**src/rtl/softmax_exp_scheduler.sv**
```systemverilog
// Softmax COMPUTE-stage sequencer: buffers one vector, drives the exp unit one
// element at a time, forwards each result and presents the saturating sum.
module softmax_exp_scheduler #(
   parameter int data_size      = 32,
   parameter int number_of_data = 10,
   parameter int sum_size       = 40,
   parameter int timeout_cycles = 64
) (
   input  logic                  clock_i,
   input  logic                  reset_i,
   input  logic                  start_i,
   input  logic [data_size-1:0]  data_i,
   input  logic                  data_valid_i,
   output logic                  ready_o,
   output logic [data_size-1:0]  exp_data_o,
   output logic                  exp_data_valid_o,
   input  logic [data_size-1:0]  exp_result_i,
   input  logic                  exp_result_valid_i,
   output logic [data_size-1:0]  result_o,
   output logic                  result_valid_o,
   output logic [sum_size-1:0]   sum_o,
   output logic                  sum_valid_o,
   output logic                  busy_o,
   output logic                  error_o
);

   localparam int CW = (number_of_data > 1) ? $clog2(number_of_data) : 1;
   localparam logic [CW-1:0] LAST = CW'(number_of_data - 1);

   typedef enum logic [2:0] {S_IDLE, S_LOAD, S_ISSUE, S_WAIT, S_DONE} state_t;

   state_t               state;
   logic [CW-1:0]        wr_cnt;
   logic [CW-1:0]        rd_cnt;
   logic [7:0]           timer;
   logic [8:0]           timer_nxt;
   logic [sum_size-1:0]  acc;
   logic [sum_size:0]    acc_sum;
   logic [sum_size-1:0]  acc_nxt;
   logic [data_size-1:0] buffer [number_of_data];

   // Extra carry bit detects overflow so the sum clamps instead of wrapping.
   assign acc_sum   = {1'b0, acc} + {{(sum_size + 1 - data_size){1'b0}}, exp_result_i};
   assign acc_nxt   = acc_sum[sum_size] ? {sum_size{1'b1}} : acc_sum[sum_size-1:0];
   assign timer_nxt = {1'b0, timer} + 9'd1;

   always_ff @(posedge clock_i) begin
      if (state == S_LOAD && data_valid_i)
         buffer[wr_cnt] <= data_i;
   end

   always_ff @(posedge clock_i) begin
      if (reset_i) begin
         state            <= S_IDLE;
         wr_cnt           <= '0;
         rd_cnt           <= '0;
         timer            <= '0;
         acc              <= '0;
         ready_o          <= 1'b0;
         exp_data_o       <= '0;
         exp_data_valid_o <= 1'b0;
         result_o         <= '0;
         result_valid_o   <= 1'b0;
         sum_o            <= '0;
         sum_valid_o      <= 1'b0;
         busy_o           <= 1'b0;
         error_o          <= 1'b0;
      end else begin
         exp_data_valid_o <= 1'b0;
         result_valid_o   <= 1'b0;
         sum_valid_o      <= 1'b0;
         case (state)
            S_IDLE: begin
               if (start_i) begin
                  state   <= S_LOAD;
                  ready_o <= 1'b1;
                  busy_o  <= 1'b1;
                  wr_cnt  <= '0;
                  rd_cnt  <= '0;
                  acc     <= '0;
                  sum_o   <= '0;
                  error_o <= 1'b0;
               end
            end
            S_LOAD: begin
               if (data_valid_i) begin
                  wr_cnt <= wr_cnt + 1'b1;
                  if (wr_cnt == LAST) begin
                     state   <= S_ISSUE;
                     ready_o <= 1'b0;
                  end
               end
            end
            S_ISSUE: begin
               exp_data_o       <= buffer[rd_cnt];
               exp_data_valid_o <= 1'b1;
               timer            <= '0;
               state            <= S_WAIT;
            end
            S_WAIT: begin
               // A result landing on the final watchdog cycle still wins.
               if (exp_result_valid_i) begin
                  result_o       <= exp_result_i;
                  result_valid_o <= 1'b1;
                  acc            <= acc_nxt;
                  rd_cnt         <= rd_cnt + 1'b1;
                  state          <= (rd_cnt == LAST) ? S_DONE : S_ISSUE;
               end else if (timer_nxt == 9'(timeout_cycles)) begin
                  error_o <= 1'b1;
                  busy_o  <= 1'b0;
                  state   <= S_IDLE;
               end else begin
                  timer <= timer_nxt[7:0];
               end
            end
            S_DONE: begin
               sum_o       <= acc;
               sum_valid_o <= 1'b1;
               busy_o      <= 1'b0;
               state       <= S_IDLE;
            end
            default: state <= S_IDLE;
         endcase
      end
   end

endmodule

```
**config.mk**
```make
export PLATFORM = sky130hd
export DESIGN_NAME = softmax_exp_scheduler
export DESIGN_NICKNAME = d
export VERILOG_FILES = /design/src/rtl/softmax_exp_scheduler.sv
export SDC_FILE = /design/constraint.sdc
export NUM_CORES = 1
export LEC_CHECK = 0
export ABC_CLOCK_PERIOD_IN_PS = 6500
export BUFFER_PORTS_ARGS = -buffer_cell sky130_fd_sc_hd__buf_4
export CORE_UTILIZATION = 45
export CTS_CLUSTER_DIAMETER = 100
export CTS_CLUSTER_SIZE = 40
export DETAILED_ROUTE_END_ITERATION = 7
export HOLD_SLACK_MARGIN = 0.12
export SYNTH_ARGS = -nofsm -noshare
export SYNTH_HDL_FRONTEND = slang
export SYNTH_SLANG_ARGS = --single-unit
```
**constraint.sdc**
```tcl
create_clock -name clock_i -period 6.5 [get_ports clock_i]
set_clock_uncertainty 0.2 [all_clocks]
set_input_delay 0.975 -clock clock_i [delete_from_list [all_inputs] [get_ports clock_i]]
set_output_delay 0.975 -clock clock_i [all_outputs]
set_load 0.1 [all_outputs]
```
Word-level counts from Yosys, hierarchy flattened. Memories as Yosys holds them, arrays and structs flattened. A register that Yosys moved wholly into a read port is not among the register bits. Cells that the tools add are included.

Register bits: 137. Memory bits (writable): 320. Bits of input ports: 69. Output and inout port bits: 110. Logic and storage cells: 87. Memories kept: 1.

Add/sub/neg operators: 4. Eq/ne operators: 15. Mux-type cells: 36. Bitwise gates (word level): 1. Reduce and logical (&&, ||, !) cells: 17.

Memory list: buffer (depth 10, width 32, read ports 1, clocked after Yosys merged registers in 1, wr ports 1, line 40) `logic [data_size-1:0] buffer [number_of_data];`.

Operator list (count): $pmux W40 S2 (2); $mux W40 (3); $add A40 B32 Y41 (1); $mux W3 (6); $mux W8 (2); $pmux W4 S2 (2); $pmux W8 S2 (1); $reduce_and A4 Y1 (4); $mux W1 (13); $mux W4 (3); $ne A2 B2 Y1 const B (6); $pmux W3 S4 (1); $add A8 B1 Y9 const B (1); $eq A9 B7 Y1 const B (1); $reduce_and A3 Y1 (3); $add A4 B1 Y4 const B (2); $eq A4 B4 Y1 const B (2); $reduce_bool A2 Y1 (4); $eq A3 B2 Y1 const B (2); $pmux W1 S2 (2); $reduce_and A2 Y1 (2); $eq A3 B1 Y1 const B (1); $eq A3 B3 Y1 const B (1); $logic_not A3 Y1 (1); other kinds (7) (7).

Logic depth before layout (Yosys ltp). Gate-level depths: netlist of the first run.

Depth after elaboration: 5. Mapped depth: 11.

Worst setup path after synthesis of the first run. OpenSTA, ideal clock, no wires.

Kind: input-to-reg. Start point: input port data_valid_i. End point: register ready_o. Arrival time: 4.099 ns. Required time: 6.167 ns. Path slack: 2.068 ns. Cell stages on the path: 6. Path buffers: 1. Cell sequence: nand2_1 > or3_1 > clkbuf_1 > nor3_1 > nand2b_1 > a21oi_1.

Cells in the longest elaborated chain, start to end: 2.

Ends and longest elaborated chain: start: declaration (line 13) `input logic data_valid_i,`; $ne A2 B2 Y1 (no source line); $reduce_and A4 Y1 (no source line); end signal: assignment (line 59) `ready_o <= 1'b0;`; end signal: assignment (line 76) `ready_o <= 1'b1;`; end signal: assignment (line 90) `ready_o <= 1'b0;`; end: declaration (line 14) `output logic ready_o,`.

No other way between the ends. A chain may end at the register's enable or synchronous reset.

Worst setup path in the final report of the first run.
Start point: input port exp_result_i[0]. End point: register acc[33].

Cells in the longest elaborated chain, start to end: 4.

Ends and longest elaborated chain: start: declaration (line 17) `input logic [data_size-1:0] exp_result_i,`; $add A40 B32 Y41 (line 43) `assign acc_sum = {1'b0, acc} + {{(sum_size + 1 - data_size){1'b0}}, exp_result_i};`; $mux W40 (line 44) `assign acc_nxt = acc_sum[sum_size] ? {sum_size{1'b1}} : acc_sum[sum_size-1:0];`; $mux W40 (line 102) `if (exp_result_valid_i) begin`; $pmux W40 S2 (line 72) `case (state)`; end signal: assignment (line 105) `acc <= acc_nxt;`; end: declaration (line 37) `logic [sum_size-1:0] acc;`.

No other way between the ends. The select of a mux whose other input is x is not followed.

==> results.ini, run 1 <==
[outcome]
status=finished clean

[route]
firstDrtPassIters=5
first_iter_violations=834
final_antenna_net_count=0
via_per_inst=5.66
num_vias=12200
drcViolationCount=0
wl_per_cell_microns=21.1
drt-total-wl_microns=45600

[place]
dp_cells=2136
dp_slack_ns=2.19
port_buffers=178
dpl-instance-area_sq_um=22000
dp_hpwl_microns=27300
gp_congestion=0.868

[clock_network]
cts_tree=done
cts_buffers=17
cts_buffer_depth=3
clock_latency_ns=0.56
post_cts_buffers=0
cts-resized-gates=0
cts_sinks=489
clockRootBuffer=clkbuf_16
htree_levels=1
postCtsHoldBufs=0
clkTransAtPathRegs_ns=0.13

[floorplan]
start_util_pct=45.6
dieArea_sq_um=45600
die_width_microns=214
num_rows=77
coreArea_sq_um=44200
io-pin-count=179
die_h_microns=214

[layout]
area.growth.synth_to_final_pct=12.0
fill_cells=3765
fin_nets=1673
num_antenna_cells=0
fin_area_sq_um=22600
layoutNonFillerInstCount=2165
drive_gt1_share_pct=21.6

[yosys]
synth_edf_count=320
syn-num-nets=1549
synth_top_area_cell=edfxtp_1
synth_area_leaders=edfxtp_1 (48%), dfxtp_1 (17%), mux4_2 (7.2%)
yosysMostFrequentCell=edfxtp_1
yosys_warnings=0
synthArstFlopShare_pct=0
synth_seq_cells=489
netlist.area_leader.share_pct=47.7
synthDistinctLibCells=77
synth_common_cells=edfxtp_1 (320), dfxtp_1 (169), a21oi_1 (132)
yosysSeqAreaShare_pct=64.5
synth_area_sq_um=20100
synth_area_per_cell_sq_um=14.0
syn_inst=1439
synthFlopType=edfxtp_1

[critical_path]
max_stage_delay_ns=0.53
critPathRequiredTime_ns=6.73
worstReg2RegStart=acc[0]
end_kind=flip-flop
cp_slowest_cell=nor2_4
cp-endpoint=acc[33]
start_kind=input pin
path_class=in2reg
worst-path-max-fanout=18
cp_num_cells=12
r2r_cells=11
r2r_end=acc[33]
critPathLaunch=exp_result_i[0]
worstPathCellList=buf_4, ha_1, fa_1, a211o_1, a21oi_2, a22oi_4, a41oi_2, o31a_4, a21oi_4, nor2_4, and3b_1, nor4_2
crit_family=compound AO/OA/AOI/OAI gates
regToRegSetupSlack_ns=2.92
crit_buf_inv=1
crit_arrival_ns=3.98

[global_routing]
grt_max_degree=90
grt_pass1_wl_microns=69600
track_usage_pct=19.9
overflow=0
antenna_found_initial=1
grt_pass1_vias=11700

[pwr]
p_sw_uw=1070
clkPwrFrac_pct=29.5
sequentialPowerShare_pct=66.8
intPower_uw=3900
p_leak_uw=0.00757
p_comb_share_pct=3.7
p_per_area_nw_per_um2=220
ir_worst_vdd_uv=168
p_sw_share_pct=21.5

[sta]
tightest_slew_ns=1.07
setup_violations=0
hold_ws_ns=0.265
fin_tns_setup_ns=0
rsz0062_at_grt=false
setup_ws_ns=2.75
hold_viol=0
max_freq_mhz=267
layout_min_cycle_time_ns=3.75
max-slew-margin-rel_pct=28.5
timing.final.crit_share_pct=57.6
final_max_slew_viol_count=0

[run]
maxCapViolCount=0

[min_path]
hp-class=reg2reg

## per-stage QoR
stage,total power (uW),util (%)
CTS,5020,51.0
finish,4970,51.0
floorplan,3480,-
detailed placement,3570,49.8
global route,5120,51.0
global placement,3570,49.8
## tightest hold or removal path, cell delays in order (launching register included)
cell and delay (ns):
dfxtp_1 0.33, nand2_1 0.05, a21oi_1 0.05
## routing by layer
layer	up-vias	share of wire, %	global-route usage (%)
met5	-	0.028	0
met3	31	4.0	2.21
met2	237	48	32.9
li1	5762	-	-
met1	6214	46	28.7
met4	2	1.3	3.79
## power by group through the flow
stage / Combinational (uW) / Sequential, uW / Clock [uW]
floorplan: 85.4 / 3400 / 0
global placement: 180 / 3390 / 0
detailed placement: 184 / 3390 / 0
CTS: 184 / 3320 / 1520
global route: 200 / 3320 / 1600
finish: 183 / 3320 / 1470
## state kept, by name, indices dropped and copies added (netlist names)
signal,count
busy_o,1
timer,8
sum_o,40
rd_cnt,4
state,3
acc,40
ready_o,1
buffer,320
exp_data_o,32
exp_data_valid_o,1
sum_valid_o,1
error_o,1
result_valid_o,1
wr_cnt,4
result_o,32
## placed cells by master, fill, tap and decap left out, types with 7 or more instances in the layout
cell type | synthesis | layout
edfxtp_1 | 320 | 320
buf_4 | 1 | 197
dfxtp_1 | 169 | 166
a21oi_1 | 132 | 131
nand2_1 | 103 | 103
a211oi_1 | 76 | 76
nor2_1 | 71 | 70
mux4_2 | 64 | 64
a22o_1 | 40 | 40
ha_1 | 40 | 40
and2_1 | 37 | 36
mux2i_1 | 33 | 33
o21ai_0 | 21 | 21
nand3_1 | 19 | 19
xnor2_1 | 18 | 18
xor2_1 | 17 | 17
clkbuf_16 | 0 | 17
inv_1 | 15 | 15
and3_1 | 15 | 15
nor3_1 | 14 | 12
a21o_1 | 10 | 10
a211oi_2 | 10 | 10
a311oi_2 | 10 | 10
nand4_1 | 9 | 9
o21a_1 | 7 | 7
## how the worst min path moves through the flow
stage                            start      endpoint  slack (ns)  cells past startpoint
final                     result_o[22]  result_o[22]        0.26                      2
after global routing      result_o[22]  result_o[22]        0.29                      2
after CTS                  result_o[0]   result_o[0]        0.27                      2
after detailed placement   result_o[0]   result_o[0]        0.25                      2
after global placement    result_o[11]  result_o[11]        0.24                      2
after floorplan                acc[36]     sum_o[36]        0.25                      1
## cell type report
| cell class | instances | area (sq um) | area share, % |
|---|---|---|---|
| Tap cell | 592 | 741 | 3.28 |
| Timing Repair Buffer | 198 | 1500 | 6.64 |
| Multi-Input combinational cell | 842 | 6740 | 29.9 |
| Inverter | 15 | 56.3 | 0.250 |
| Sequential cell | 489 | 13000 | 57.6 |
| Clock inverter | 7 | 86.3 | 0.383 |
| Clock buffer | 22 | 444 | 1.97 |
## cells by family (layout without fill, tap and decap cells)
| kind of cell | count (synthesis) | after routing | synth area share [%] |
|---|---|---|---|
| buffers and inverters | 108 | 242 | 2.20 |
| DFF | 489 | 489 | 64.5 |
| AOI/OAI and AO/OA | 364 | 364 | 13.1 |
| and+or+nand+nor | 305 | 305 | 7.30 |
| xor gates and xnor gates | 35 | 35 | 1.52 |
| muxes | 97 | 97 | 8.79 |
| adders and majority gates | 41 | 41 | 2.58 |
(Power assumes the default switching activity.)
==> inputs of run 2 (changes only) <==
Settings changed: ABC_AREA set to 1, ABC_CLOCK_PERIOD_IN_PS 6500 to 3850.
Clock period 6.5 ns to 3.85 ns, I/O delays scaled along.
==> run 2 against run 1 <==
Effect of this change:
- the run now ends with DRC left
- count of clock-buffer cells in the layout is 2 higher
- first-iteration DRC count increased by 48%
- sequential share of layout area decreased by 4.4 points
==> results.ini, run 2 <==
[yosys]
synth_area_sq_um=21300
synth_edf_count=320
synthArstFlopShare_pct=0
yosysSeqAreaShare_pct=61.0
syn-num-nets=2269
synth_top_area_cell=edfxtp_1
synth_seq_cells=489
yosys_warnings=0
synthDistinctLibCells=45
yosysMostFrequentCell=nor2_1
synth_area_leaders=edfxtp_1 (45%), dfxtp_1 (16%), o21ai_0 (6.1%)
synth_area_per_cell_sq_um=9.87
synth_common_cells=nor2_1 (343), nand2_1 (322), edfxtp_1 (320)
netlist.area_leader.share_pct=45.1
synthFlopType=edfxtp_1
syn_inst=2159

[min_path]
hold_start=reset_i
hp-class=in2reg
holdPathStages=2
min_delay_worst_endpoint=acc[3]

[outcome]
status=finished with violations
violations=DRC

[clock_network]
cts_buffers=18
clockRootBuffer=clkbuf_16
cts_sinks=489
cts_buffer_depth=3
cts_tree=done
htree_levels=1
clock_latency_ns=0.58
clkTransAtPathRegs_ns=0.12

[critical_path]
worstReg2RegStart=state[2]
max_stage_delay_ns=0.54
end_kind=flip-flop
critPathLaunch=exp_result_i[29]
critPathRequiredTime_ns=4.09
worst-path-max-fanout=22
start_kind=input pin
r2r_end=buffer[8][31]
path_class=in2reg
cp_slowest_cell=dlygate4sd3_1
crit_arrival_ns=3.28
worstPathCellList=dlygate4sd3_1, buf_4, ha_1, a21oi_1, nor2_1, nor2_1, nand2_1, nand2_1, nand3_2, o21ai_0, a21oi_1
r2r_cells=4
regToRegSetupSlack_ns=0.87

[route]
firstDrtPassIters=7
drcViolationCount=34
first_iter_violations=1234
num_vias=16200
via_per_inst=5.46
drt-total-wl_microns=56200
final_antenna_net_count=0
wl_per_cell_microns=19.0

[floorplan]
coreArea_sq_um=46700
dieArea_sq_um=48200
die_width_microns=220
die_h_microns=220
start_util_pct=45.7
num_rows=79
io-pin-count=179

[sta]
max_freq_mhz=329
final_max_slew_viol_count=0
setup_ws_ns=0.810
hold_viol=0
rsz0062_at_grt=false
timing.final.crit_share_pct=79.0
fin_tns_setup_ns=0
tightest_slew_ns=1.28
setup_violations=0
max-slew-margin-rel_pct=14.7
layout_min_cycle_time_ns=3.04

[place]
port_buffers=178
dp_cells=2860
gp_congestion=0.987
dp_hpwl_microns=35600
dp_slack_ns=0.810

[global_routing]
overflow=0
grt_max_degree=117
grt_pass1_wl_microns=87800
antenna_found_initial=3
grt_pass1_vias=15500
track_usage_pct=23.3

[layout]
regMostFlops=buffer
largestRegisters=buffer x320, acc x40, sum_o x40
multiInputGateArea_sq_um=7300
fin_nets=2447
layoutNonFillerInstCount=2957
final_cell_mix=nor2_1 (339), nand2_1 (322), edfxtp_1 (320)
area.growth.synth_to_final_pct=14.8
fill_cells=4220
layout_commonest_cell=nor2_1
seqCellArea_sq_um=13000
drive_gt1_share_pct=12.9
largest_register_ffs=320

[pwr]
p_leak_uw=0.00944
power.total_uw=9150
ir_worst_vdd_uv=368
p_per_area_nw_per_um2=374

[run]
maxCapViolCount=0

-- run 2: cell count changes in the layout (fill, tap and decap cells not counted), moves of 35 or more --
cell	delta
mux4_2	-64
nand2_1	+219
inv_1	+128
nand3_1	+54
a22o_1	-40
nor2_1	+269
and2_1	-35
a211oi_1	-72
o221ai_1	+59
o21ai_0	+238
dlygate4sd3_1	+64
-- run 2: how the worst max path moves through the flow --
stage                               to  slack, ns  cells after the start
after detailed placement       acc[11]       0.81                     11
final                          acc[11]       0.81                     11
after global placement         acc[12]       0.88                     11
after global routing           acc[11]       0.57                     15
after floorplan           buffer[0][0]      -0.16                      4
after CTS                      acc[11]       0.85                     12
-- run 2: timing repair --
item / in CTS / in global routing
endpoints found under the hold margin: 352 / 0
setup buffers: 0 / 0
hold buffers: 64 / 0
gates resized for setup: 0 / 0
-- run 2: layout make-up --
cell class	count	share of cell area (%)
flip-flops and latches	489	53.2
clock inverters	8	0.379
repair buffers	275	9.15
diodes	1	0.0102
inverters	155	2.41
clock buffers	24	1.93
well taps	607	3.11
multi-input cells	1398	29.9
-- run 2: cells by family (layout without fill, tap and decap cells) --
group | count (synthesis) | in the layout | share of synthesized area, %
flops | 489 | 489 | 61.0
other cells | 0 | 1 | 0
compound gates | 527 | 527 | 14.7
xor+xnor | 27 | 27 | 1.11
simple gates | 803 | 803 | 15.6
fa+ha+maj | 41 | 41 | 2.44
buf+inv | 272 | 462 | 5.12
-- run 2: report_power, final --
group          switching (uW)  total (uW)  internal (uW)  leakage (uW)
clock                    1660        2590            937      0.000275
combinational             628         870            242       0.00491
sequential               31.1        5690           5660       0.00425
total                    2310        9150           6830       0.00944
-- run 2: worst max-delay path: cells and delay by family --
family          cells  cell delay (ns)
simple gates        5             0.93
compound gates      3             0.71
fa+ha+maj           1             0.37
buf+inv             2             0.68
-- run 2: per-layer routing --
layer | up-vias | global-route usage (%) | share of wire (%)
met2 | 375 | 39.9 | 48
met4 | 4 | 4.58 | 1.9
met5 | - | 0 | 0.048
met1 | 7847 | 31.9 | 45
li1 | 7860 | - | -
met3 | 64 | 2.47 | 4.6
-- run 2: per-stage QoR --
stage,utilization (%),instance area [sq um],hold slack [ns]
2_1_floorplan,-,21300,0.254
3_3_place_gp,49.8,23200,0.261
3_5_place_dp,49.8,23200,0.272
4_1_cts,52.4,24400,0.137
5_1_grt,52.4,24400,0.147
6_report,52.4,24400,0.149
